**src/rtl/cm0_dap_cdc_recv_hs.sv**
```systemverilog
// ---------------------------------------------------------------------------
// cm0_dap_cdc_recv_hs
// Receive side of the DAP four-phase clock-domain-crossing handshake.
// REQIN is a level from a remote send register.  It is synchronised into
// REGCLK before the block acts on it.  DATAIN is held stable by the sender
// for the whole request phase, so it is captured directly once the
// synchronised request is seen.  The captured word is then offered on a
// valid/ready interface.  ACKOUT is returned to the remote domain straight
// from a flop, so the remote synchroniser never sees a glitch.
// A sender that withdraws its request before the local consumer accepts
// the data sets the sticky PROTERR flag.
// ---------------------------------------------------------------------------
module cm0_dap_cdc_recv_hs #(
  parameter int PRESENT     = 1,
  parameter int WIDTH       = 32,
  parameter int SYNC_STAGES = 2
) (
  input  logic             REGCLK,
  input  logic             RARREGRESET,
  input  logic             REQIN,
  input  logic [WIDTH-1:0] DATAIN,
  input  logic             SE,
  input  logic             RREADY,
  input  logic             ERRCLR,
  output logic [WIDTH-1:0] RDATA,
  output logic             RVALID,
  output logic             ACKOUT,
  output logic             PROTERR
);

  // A single-flop synchroniser is never acceptable on an asynchronous
  // level.  Any setting below two is therefore raised to two.
  localparam int L_SYNC = (SYNC_STAGES < 2) ? 2 : SYNC_STAGES;

  // Handshake states, kept as plain encoded constants.
  localparam logic [1:0] S_IDLE  = 2'd0;
  localparam logic [1:0] S_VALID = 2'd1;
  localparam logic [1:0] S_ACK   = 2'd2;

  generate
    if (PRESENT != 0) begin : g_present

      logic [L_SYNC-1:0] r_sync;
      logic              w_reqs;

      logic [1:0]        r_state;
      logic [1:0]        w_state_nxt;
      logic [WIDTH-1:0]  r_rdata;
      logic [WIDTH-1:0]  w_rdata_nxt;
      logic              r_rvalid;
      logic              w_rvalid_nxt;
      logic              r_ackout;
      logic              w_ackout_nxt;
      logic              r_proterr;
      logic              w_proterr_nxt;
      logic              w_err_set;

      // Scan enable has no functional role in this block.
      logic              w_unused_se;
      assign w_unused_se = SE;

      // Multi-flop synchroniser bringing the remote request level into REGCLK.
      always_ff @(posedge REGCLK or posedge RARREGRESET) begin
        if (RARREGRESET) begin
          r_sync <= '0;
        end else begin
          r_sync <= {r_sync[L_SYNC-2:0], REQIN};
        end
      end

      assign w_reqs = r_sync[L_SYNC-1];

      // Next-state and next-output decode for the IDLE/VALID/ACK handshake.
      always_comb begin
        w_state_nxt  = r_state;
        w_rdata_nxt  = r_rdata;
        w_rvalid_nxt = r_rvalid;
        w_ackout_nxt = r_ackout;
        w_err_set    = 1'b0;
        case (r_state)
          S_IDLE: begin
            if (w_reqs) begin
              // Sender keeps DATAIN stable while its request is up, so a
              // direct sample is safe here.
              w_rdata_nxt  = DATAIN;
              w_rvalid_nxt = 1'b1;
              w_ackout_nxt = 1'b0;
              w_state_nxt  = S_VALID;
            end else begin
              w_rvalid_nxt = 1'b0;
              w_ackout_nxt = 1'b0;
              w_state_nxt  = S_IDLE;
            end
          end
          S_VALID: begin
            if (!w_reqs) begin
              // The request was withdrawn before the consumer accepted the
              // data.  Drop the word, flag the error and ignore RREADY.
              w_err_set    = 1'b1;
              w_rvalid_nxt = 1'b0;
              w_ackout_nxt = 1'b0;
              w_state_nxt  = S_IDLE;
            end else if (RREADY) begin
              w_rvalid_nxt = 1'b0;
              w_ackout_nxt = 1'b1;
              w_state_nxt  = S_ACK;
            end else begin
              w_rvalid_nxt = 1'b1;
              w_ackout_nxt = 1'b0;
              w_state_nxt  = S_VALID;
            end
          end
          S_ACK: begin
            if (!w_reqs) begin
              w_rvalid_nxt = 1'b0;
              w_ackout_nxt = 1'b0;
              w_state_nxt  = S_IDLE;
            end else begin
              w_rvalid_nxt = 1'b0;
              w_ackout_nxt = 1'b1;
              w_state_nxt  = S_ACK;
            end
          end
          default: begin
            // Unreachable encoding.  Fall back to a quiet IDLE so that a
            // corrupted state can never hold ACKOUT or RVALID high.
            w_rvalid_nxt = 1'b0;
            w_ackout_nxt = 1'b0;
            w_state_nxt  = S_IDLE;
          end
        endcase
      end

      // Sticky error flag.  A new error beats a clear in the same cycle.
      always_comb begin
        if (w_err_set) begin
          w_proterr_nxt = 1'b1;
        end else if (ERRCLR) begin
          w_proterr_nxt = 1'b0;
        end else begin
          w_proterr_nxt = r_proterr;
        end
      end

      // Handshake state, captured data and all output flops.
      always_ff @(posedge REGCLK or posedge RARREGRESET) begin
        if (RARREGRESET) begin
          r_state   <= S_IDLE;
          r_rdata   <= '0;
          r_rvalid  <= 1'b0;
          r_ackout  <= 1'b0;
          r_proterr <= 1'b0;
        end else begin
          r_state   <= w_state_nxt;
          r_rdata   <= w_rdata_nxt;
          r_rvalid  <= w_rvalid_nxt;
          r_ackout  <= w_ackout_nxt;
          r_proterr <= w_proterr_nxt;
        end
      end

      // ACKOUT leaves the block straight from its flop, with no logic after it.
      assign RDATA   = r_rdata;
      assign RVALID  = r_rvalid;
      assign ACKOUT  = r_ackout;
      assign PROTERR = r_proterr;

    end else begin : g_absent

      // Block removed: tie every output low and hold no state.
      logic w_unused_inputs;
      assign w_unused_inputs = ^{REGCLK, RARREGRESET, REQIN, DATAIN, SE, RREADY, ERRCLR};

      assign RDATA   = '0;
      assign RVALID  = 1'b0;
      assign ACKOUT  = 1'b0;
      assign PROTERR = 1'b0;

    end
  endgenerate

endmodule
```
**config.mk**
```make
export PLATFORM = sky130hd
export DESIGN_NAME = cm0_dap_cdc_recv_hs
export DESIGN_NICKNAME = d
export VERILOG_FILES = /design/src/rtl/cm0_dap_cdc_recv_hs.sv
export SDC_FILE = /design/constraint.sdc
export NUM_CORES = 1
export LEC_CHECK = 0
export ABC_AREA = 0
export CORE_MARGIN = 1
export CORE_UTILIZATION = 41
export CTS_CLUSTER_SIZE = 25
export DETAILED_ROUTE_END_ITERATION = 12
export PLACE_DENSITY = 0.79
export SYNTH_ARGS = -nofsm -noshare
export SYNTH_HDL_FRONTEND = slang
export SYNTH_SLANG_ARGS = --single-unit
```
**constraint.sdc**
```tcl
create_clock -name REGCLK -period 1.62 [get_ports REGCLK]
set_input_delay 0.486 -clock REGCLK [delete_from_list [all_inputs] [get_ports REGCLK]]
set_output_delay 0.486 -clock REGCLK [all_outputs]
set_load 0.005 [all_outputs]
```
**Word-level counts from Yosys, hierarchy flattened**

Index checks and enable logic that the tools add are counted.

- Flip-flop bits (word level): 39
- Bits in latches: 0
- RAM bits: 0
- Memory bits (read-only): 0
- Bits of input ports: 38
- Output and inout bits: 35
- Word-level logic and storage cells: 27
- Memories kept: 0

- Add/sub/neg operators: 0
- $mul: 0
- Div/mod/pow operators: 0
- $lt $le $gt $ge: 0
- Eq/ne operators: 2
- Shifts and indexed selects: 0
- Muxes and demuxes: 16
- Bitwise operators: 0
- Reduce and logical (&&, ||, !) cells: 3

Operators by type and width:

| operator | number |
|---|---|
| 1-bit 2-to-1 mux | 10 |
| 2-bit 2-to-1 mux | 3 |
| 2-bit case mux with 3 select lines | 1 |
| 1-bit case mux with 2 select lines | 2 |
| 2-bit by 1-bit equality test with 1-bit output, second input constant | 1 |
| 2-bit equality test, second input constant | 1 |
| 2-bit logical NOT | 1 |
| 2-bit AND reduction | 1 |
| 2-bit nonzero test | 1 |

**Longest topological paths before layout**

Gate-level depths: netlist (run 1).

- Depth in word-level cells: 3
- Mapped depth: 5
- Mapped depth without buffers: 4

**Worst setup path after synthesis (run 1)**

No wires, ideal clock.

- Path kind: register -> register
- Start point: reg g_present.r_state[0]
- End point: reg g_present.r_rdata[10], in the netlist RDATA[10]
- Library setup time: 125 ps
- Data arrival time: 1229 ps
- Required time: 1495 ps
- Path slack: 266 ps
- Cell stages (with the launch flop): 6
- Buffers on the path: 1
- Period minus slack after synthesis: 1354 ps
- Path through: dfrtp_1 -> inv_1 -> ha_1 -> nand2_4 -> buf_6 -> mux2_4

- Longest elaborated chain between the ends: 2

RTL lines:

| element | RTL line | source |
|---|---|---|
| start, declared | 46 | `logic [1:0] r_state;` |
| start signal, assigned | 154 | `r_state <= w_state_nxt;` |
| 2-bit logical NOT | 80 | `case (r_state)` |
| 2-bit AND reduction (no line) | n/a |  |
| end signal, assigned | 155 | `r_rdata <= w_rdata_nxt;` |
| end, declared | 48 | `logic [WIDTH-1:0] r_rdata;` |

Every way passes these cells.
A chain may end at the register's enable or synchronous reset.

**Worst setup path after layout (run 1)**

- Start point: reg g_present.r_state[0]
- End point: reg g_present.r_rdata[9], in the netlist RDATA[9]

The elaborated chain is that of the path after synthesis.

==> results of run 1 <==
==> worst max-delay path by stage <==
stage,start,end,cells after the start
3_5_place_dp,g_present.r_state[0]$_DFF_PP0_,RDATA[9]$_DFFE_PP0P_,5
5_1_grt,g_present.r_state[1]$_DFF_PP0_,RDATA[2]$_DFFE_PP0P_,5
3_3_place_gp,g_present.r_state[0]$_DFF_PP0_,RDATA[24]$_DFFE_PP0P_,5
4_1_cts,RDATA[3]$_DFFE_PP0P_,RDATA[3],1
6_report,g_present.r_state[0]$_DFF_PP0_,RDATA[9]$_DFFE_PP0P_,5
2_1_floorplan,RARREGRESET,ACKOUT$_DFF_PP0_,1
==> routing by layer <==
metal  routed length [um]  GRT usage (%)  vias to the layer above
li1                     -              -                      483
met1                 1290           18.7                      496
met2                 1640           30.1                       51
met3                  253           4.93                        8
met4                   64           8.33                        0
met5                    0              0                        -
==> cell usage after synthesis <==
cell type / count / share of area (%)
o21ai_0: 1 / 0.31
dfrtp_1: 39 / 60
o22ai_1: 1 / 0.39
nand2_1: 2 / 0.46
mux2_2: 3 / 2.1
nand2_4: 1 / 0.69
or2b_1: 1 / 0.46
a21oi_1: 2 / 0.62
nor2_1: 2 / 0.46
nand2b_1: 1 / 0.39
buf_6: 3 / 2.1
inv_1: 6 / 1.4
mux2_4: 29 / 27
ha_1: 5 / 3.8
==> cells by family (layout without fill, tap and decap cells) <==
family | after synthesis | in the layout
muxes | 32 | 32
AOI/OAI and AO/OA | 4 | 4
adders and majority gates | 5 | 5
buffers and inverters | 9 | 92
and+or+nand+nor | 7 | 7
DFF | 39 | 39
==> stage by stage <==
step                power (uW)  hold WS (ps)  instances
floorplan                 1720           331         96
detailed placement        2290           341        215
global route              3020           374        227
finish                    2860           357        227
global placement          2250           332        215
CTS                       2900           358        227
==> flip-flops by register name, summed over array words and instances (netlist names) <==
signal             cells
ACKOUT                 1
RVALID                 1
RDATA                 32
g_present.r_state      2
PROTERR                1
g_present.r_sync       2
==> where the power goes <==
group	internal [uW]	total [uW]	switching (uW)
Combinational	602	871	269
Clock	388	695	307
Sequential	1180	1290	112
Total	2170	2860	688
==> final cells by class <==
| cell class | count | share of cell area (%) |
|---|---|---|
| flip-flops and latches | 39 | 38.7 |
| repair buffers | 78 | 30.6 |
| multi-input cells | 48 | 23.5 |
| clock buffers | 8 | 3.97 |
| well taps | 48 | 2.38 |
| inverters | 6 | 0.892 |
==> what timing repair did <==
| action | 4_1_cts | 5_1_grt |
|---|---|---|
| endpoints found under the setup margin | 32 | 4 |
| gates resized for setup | 31 | 4 |
| setup buffers | 4 | 0 |
==> worst register-to-register path: stages (launching register included) <==
cell,delay [ps]
dfrtp_1,410
inv_1,80
ha_1,240
nand2_4,100
buf_12,200
mux2_4,330
==> flow_metrics.py, run 1 <==
metrics = {
    "clock_tree": {
        "path_clk_slew_ps": 70,
        "cts-root-buf": "clkbuf_8",
        "cts_tree": "built",
        "clockBufferDepth": 2,
        "htree_levels": 2,
        "cts_hold_buf": 0,
        "cts_sinks": 39,
        "cts_buffers": 5,
        "clk_latency_ps": 290,
    },
    "finish": {
        "drive_gt1_share_pct": 26.3,
        "fillers": 265,
        "final_core_util_pct": 67.4,
        "final_cell_mix": "39 x dfrtp_1, 36 x clkdlybuf4s50_1, 31 x dlygate4sd2_1",
        "regArea_um2": 976,
        "n_antenna_cell": 0,
        "multiInputGateArea_um2": 593,
        "nets": 221,
        "areaGrowthSynthToFinish_pct": 55.3,
        "fin_area_mm2": 0.00252,
        "final_common_cell": "dfrtp_1",
    },
    "global_route": {
        "grt_max_degree": 40,
        "grt.overflow.total": 0,
        "grt.total_usage_pct": 17.1,
        "grt_pass1_vias": 1165,
        "antenna_found_initial": 0,
        "grt_pass1_wl_mm": 5.25,
    },
    "routing": {
        "drtAntennaViolNets": 0,
        "dr.pass1.iters": 4,
        "routedWlPerCell_um": 14.3,
        "wirelength_mm": 3.25,
        "num_vias": 1038,
        "drt-initial-drc-count": 11,
        "remaining_drc_errors": 0,
        "viasPerCell": 4.57,
    },
    "synth": {
        "synth-simple-area-share_pct": 2.46,
        "synth_top_family_by_area": "multiplexers",
        "ys_types": 14,
        "syn_avg_cell_area_um2": 16.9,
        "synth_nets": 139,
        "synth.area.mux_share_pct": 28.9,
        "yosysSeqAreaShare_pct": 60.0,
        "syn_area_mm2": 0.00163,
        "ys_warn_count": 0,
        "synthAdderAreaFrac_pct": 3.85,
        "ys_seq_elements": 39,
        "synth_compound_area_share_pct": 1.31,
        "synthXorXnorAreaFrac_pct": 0,
        "synthCells": 96,
    },
    "run_status": {
        "status": "finished clean",
    },
    "timing": {
        "clock_skew_ps": 5.95,
        "finalSetupTns_ps": 0,
        "setup_viol": 0,
        "min_period_over_period_pct": 90.4,
        "tightestPinTransition_ps": 206,
        "slew_viol_final": 0,
        "period_needed_ps": 1460,
        "rsz0062_at_grt": "no",
        "slew_headroom_pct": 86.2,
        "setup_slack_ps": 156,
        "fmax_mhz": 683,
        "hold_violations": 0,
    },
    "min_path": {
        "min_path_cells": 0,
        "holdPathEnd": "g_present.r_sync[1]$_DFF_PP0_",
        "hold_start": "g_present.r_sync[0]$_DFF_PP0_",
        "hp-class": "reg -> reg",
    },
    "floorplanning": {
        "dieArea_mm2": 0.00422,
        "io_pins": 73,
        "dieWidth_um": 65.0,
        "core-area_mm2": 0.00374,
        "initial_core_util_pct": 43.4,
        "core.rowCount": 22,
        "die_y_um": 65.0,
    },
    "worst_setup_path": {
        "ff2ff_setup_slack_ps": 160,
        "critical_path_buf_inv_count": 2,
        "cp.arrival_ps": 1630,
        "crit_fanout": 20,
        "r2r-start": "g_present.r_state[0]$_DFF_PP0_",
        "cp_top_family": "flip-flops",
        "start_kind": "flip-flop",
        "r2r_end": "RDATA[9]$_DFFE_PP0P_",
        "cp_cell_sequence": "inv_1 -> ha_1 -> nand2_4 -> buf_12 -> mux2_4",
        "crit_required_ps": 1790,
        "cp-end-kind": "flip-flop",
        "cpPeakStageDelay_ps": 410,
        "crit_type": "reg -> reg",
        "rr_worst_depth": 5,
        "worst_path_max_delay_cell": "dfrtp_1",
    },
    "power_and_ir_drop": {
        "ir_drop_uv": 634,
        "p_per_area_mw_per_mm2": 1130,
        "power_leakage_uw": 0.00128,
    },
    "placed_design": {
        "hpwl_mm": 2.33,
        "dp_slack_ps": 153,
        "placed_cell_area_mm2": 0.00242,
        "gp_congestion": 0.688,
        "io_buffers": 71,
    },
    "job": {
        "cap_violations": 0,
    },
}
Power figures use the tool's default switching activity.
==> inputs of run 2 (changes only) <==
--- a/config.mk
+++ b/config.mk
@@ -8,7 +8,7 @@
 export ABC_AREA = 0
 export CORE_MARGIN = 1
 export CORE_UTILIZATION = 41
-export CTS_CLUSTER_SIZE = 25
+export CTS_CLUSTER_SIZE = 14
 export DETAILED_ROUTE_END_ITERATION = 12
 export PLACE_DENSITY = 0.79
 export SYNTH_ARGS = -nofsm -noshare
==> results of run 2 <==
Final layout, timing and power as in run 1 (identical DEF).
==> inputs of run 3 (changes only) <==
--- a/config.mk
+++ b/config.mk
@@ -7,10 +7,11 @@
 export LEC_CHECK = 0
 export ABC_AREA = 0
 export CORE_MARGIN = 1
-export CORE_UTILIZATION = 41
+export CORE_UTILIZATION = 61
 export CTS_CLUSTER_SIZE = 14
 export DETAILED_ROUTE_END_ITERATION = 12
-export PLACE_DENSITY = 0.79
+export DONT_BUFFER_PORTS = 1
+export PLACE_DENSITY = 0.77
 export SYNTH_ARGS = -nofsm -noshare
 export SYNTH_HDL_FRONTEND = slang
 export SYNTH_SLANG_ARGS = --single-unit
==> flow_metrics.py, run 3 (synthesized netlist as in run 1, its figures left out) <==
metrics = {
    "floorplanning": {
        "dieArea_mm2": 0.00288,
        "core.rowCount": 18,
        "initial_core_util_pct": 65.0,
        "io_pins": 73,
        "die_y_um": 53.6,
        "dieWidth_um": 53.6,
        "core-area_mm2": 0.00250,
    },
    "global_route": {
        "grt_pass1_vias": 731,
        "grt.overflow.total": 0,
        "grt_max_degree": 40,
        "antenna_found_initial": 0,
        "grt.total_usage_pct": 16.8,
        "grt_pass1_wl_mm": 3.17,
    },
    "power_and_ir_drop": {
        "p_per_area_mw_per_mm2": 1300,
        "pwr-share-comb_pct": 19.8,
        "clockPowerShare_pct": 20.7,
        "power_leakage_uw": 0.000867,
        "p_switching_uw": 599,
        "intPower_uw": 1650,
        "p_sw_share_pct": 26.6,
        "ir_drop_uv": 949,
        "power_frac_seq_pct": 59.5,
    },
    "routing": {
        "remaining_drc_errors": 0,
        "dr.pass1.iters": 2,
        "routedWlPerCell_um": 17.0,
        "viasPerCell": 5.60,
        "drtAntennaViolNets": 0,
        "drt-initial-drc-count": 1,
        "wirelength_mm": 2.28,
        "num_vias": 751,
    },
    "timing": {
        "fin_hold_ws_ps": 121,
        "min_period_over_period_pct": 92.9,
        "setup_viol": 0,
        "slew_viol_final": 0,
        "fmax_mhz": 664,
        "clock_skew_ps": 15.8,
        "tightestPinTransition_ps": 455,
        "hold_violations": 0,
        "period_needed_ps": 1510,
        "finalSetupTns_ps": 0,
        "rsz0062_at_grt": "no",
        "slew_headroom_pct": 69.7,
    },
    "clock_tree": {
        "cts_resized": 0,
        "cts_tree": "built",
        "htree_levels": 2,
        "cts_sinks": 39,
        "path_clk_slew_ps": 120,
        "post_cts_buffers": 0,
        "cts-root-buf": "clkbuf_4",
        "cts_hold_buf": 0,
        "clockBufferDepth": 2,
        "cts_buffers": 5,
        "clk_latency_ps": 340,
    },
    "placed_design": {
        "io_buffers": 0,
        "dp.cells": 126,
        "gp_congestion": 0.587,
        "hpwl_mm": 1.62,
    },
    "worst_setup_path": {
        "cp_top_family": "flip-flops",
        "crit_fanout": 19,
        "cpPeakStageDelay_ps": 420,
        "crit_type": "reg -> reg",
        "cp_cell_sequence": "inv_1 -> ha_1 -> nand2_4 -> buf_12 -> mux2_2",
        "cp.arrival_ps": 1730,
        "ff2ff_setup_slack_ps": 110,
        "cp-end-kind": "flip-flop",
        "worst_path_max_delay_cell": "dfrtp_1",
        "start_kind": "flip-flop",
        "critical_path_buf_inv_count": 2,
        "crit_required_ps": 1850,
    },
    "finish": {
        "n_antenna_cell": 0,
        "layoutNonFillerInstCount": 134,
        "drive_gt1_share_pct": 41.3,
        "final_core_util_pct": 69.2,
        "final_cell_mix": "39 x dfrtp_1, 29 x mux2_4, 6 x inv_1",
        "nets": 146,
        "largest_register_ffs": 32,
        "final_common_cell": "dfrtp_1",
        "areaGrowthSynthToFinish_pct": 6.47,
    },
    "run_status": {
        "status": "finished clean",
    },
    "min_path": {
        "hp-class": "in -> async",
    },
    "job": {
        "cap_violations": 0,
    },
}
run 3: layer usage:
metal	up-vias	wire length, um	track usage (%)
met5	-	0	0
met3	7	282	8.19
met4	0	62	14.5
met2	49	1050	24.0
met1	360	884	18.7
li1	335	-	-
run 3: stage by stage:
step	power [uW]	instance area (um^2)	setup slack, ps
global route	2380	1730	51.7
detailed placement	1810	1680	143
finish	2250	1730	114
CTS	2280	1730	103
floorplan	1720	1630	245
global placement	1790	1680	183
run 3: final cells by class:
cell class	count	area, um^2
inverters	6	22.5
clock inverters	2	12.5
multi-input cells	48	593
clock buffers	6	41.3
fillers	177	769
flip-flops and latches	39	976
repair buffers	3	47.5
well taps	30	37.5
run 3: final timing paths:
kind | start | end | cells past startpoint
setup reg to reg | g_present.r_state[0]$_DFF_PP0_ | RDATA[29]$_DFFE_PP0P_ | 5
setup / recovery | g_present.r_state[0]$_DFF_PP0_ | RDATA[29]$_DFFE_PP0P_ | 5
max in group asynchronous | RARREGRESET | RVALID$_DFF_PP0_ | 2
min in group REGCLK | REQIN | g_present.r_sync[0]$_DFF_PP0_ | 0
hold / removal | RARREGRESET | RDATA[18]$_DFFE_PP0P_ | 2
hold reg to reg | g_present.r_sync[0]$_DFF_PP0_ | g_present.r_sync[1]$_DFF_PP0_ | 0
run 3: power groups by stage:
stage,sequential (uW),combinational [uW],clock [uW]
global route,1370,480,527
CTS,1350,453,486
detailed placement,1360,452,0
global placement,1360,438,0
floorplan,1320,403,0
finish,1340,446,465
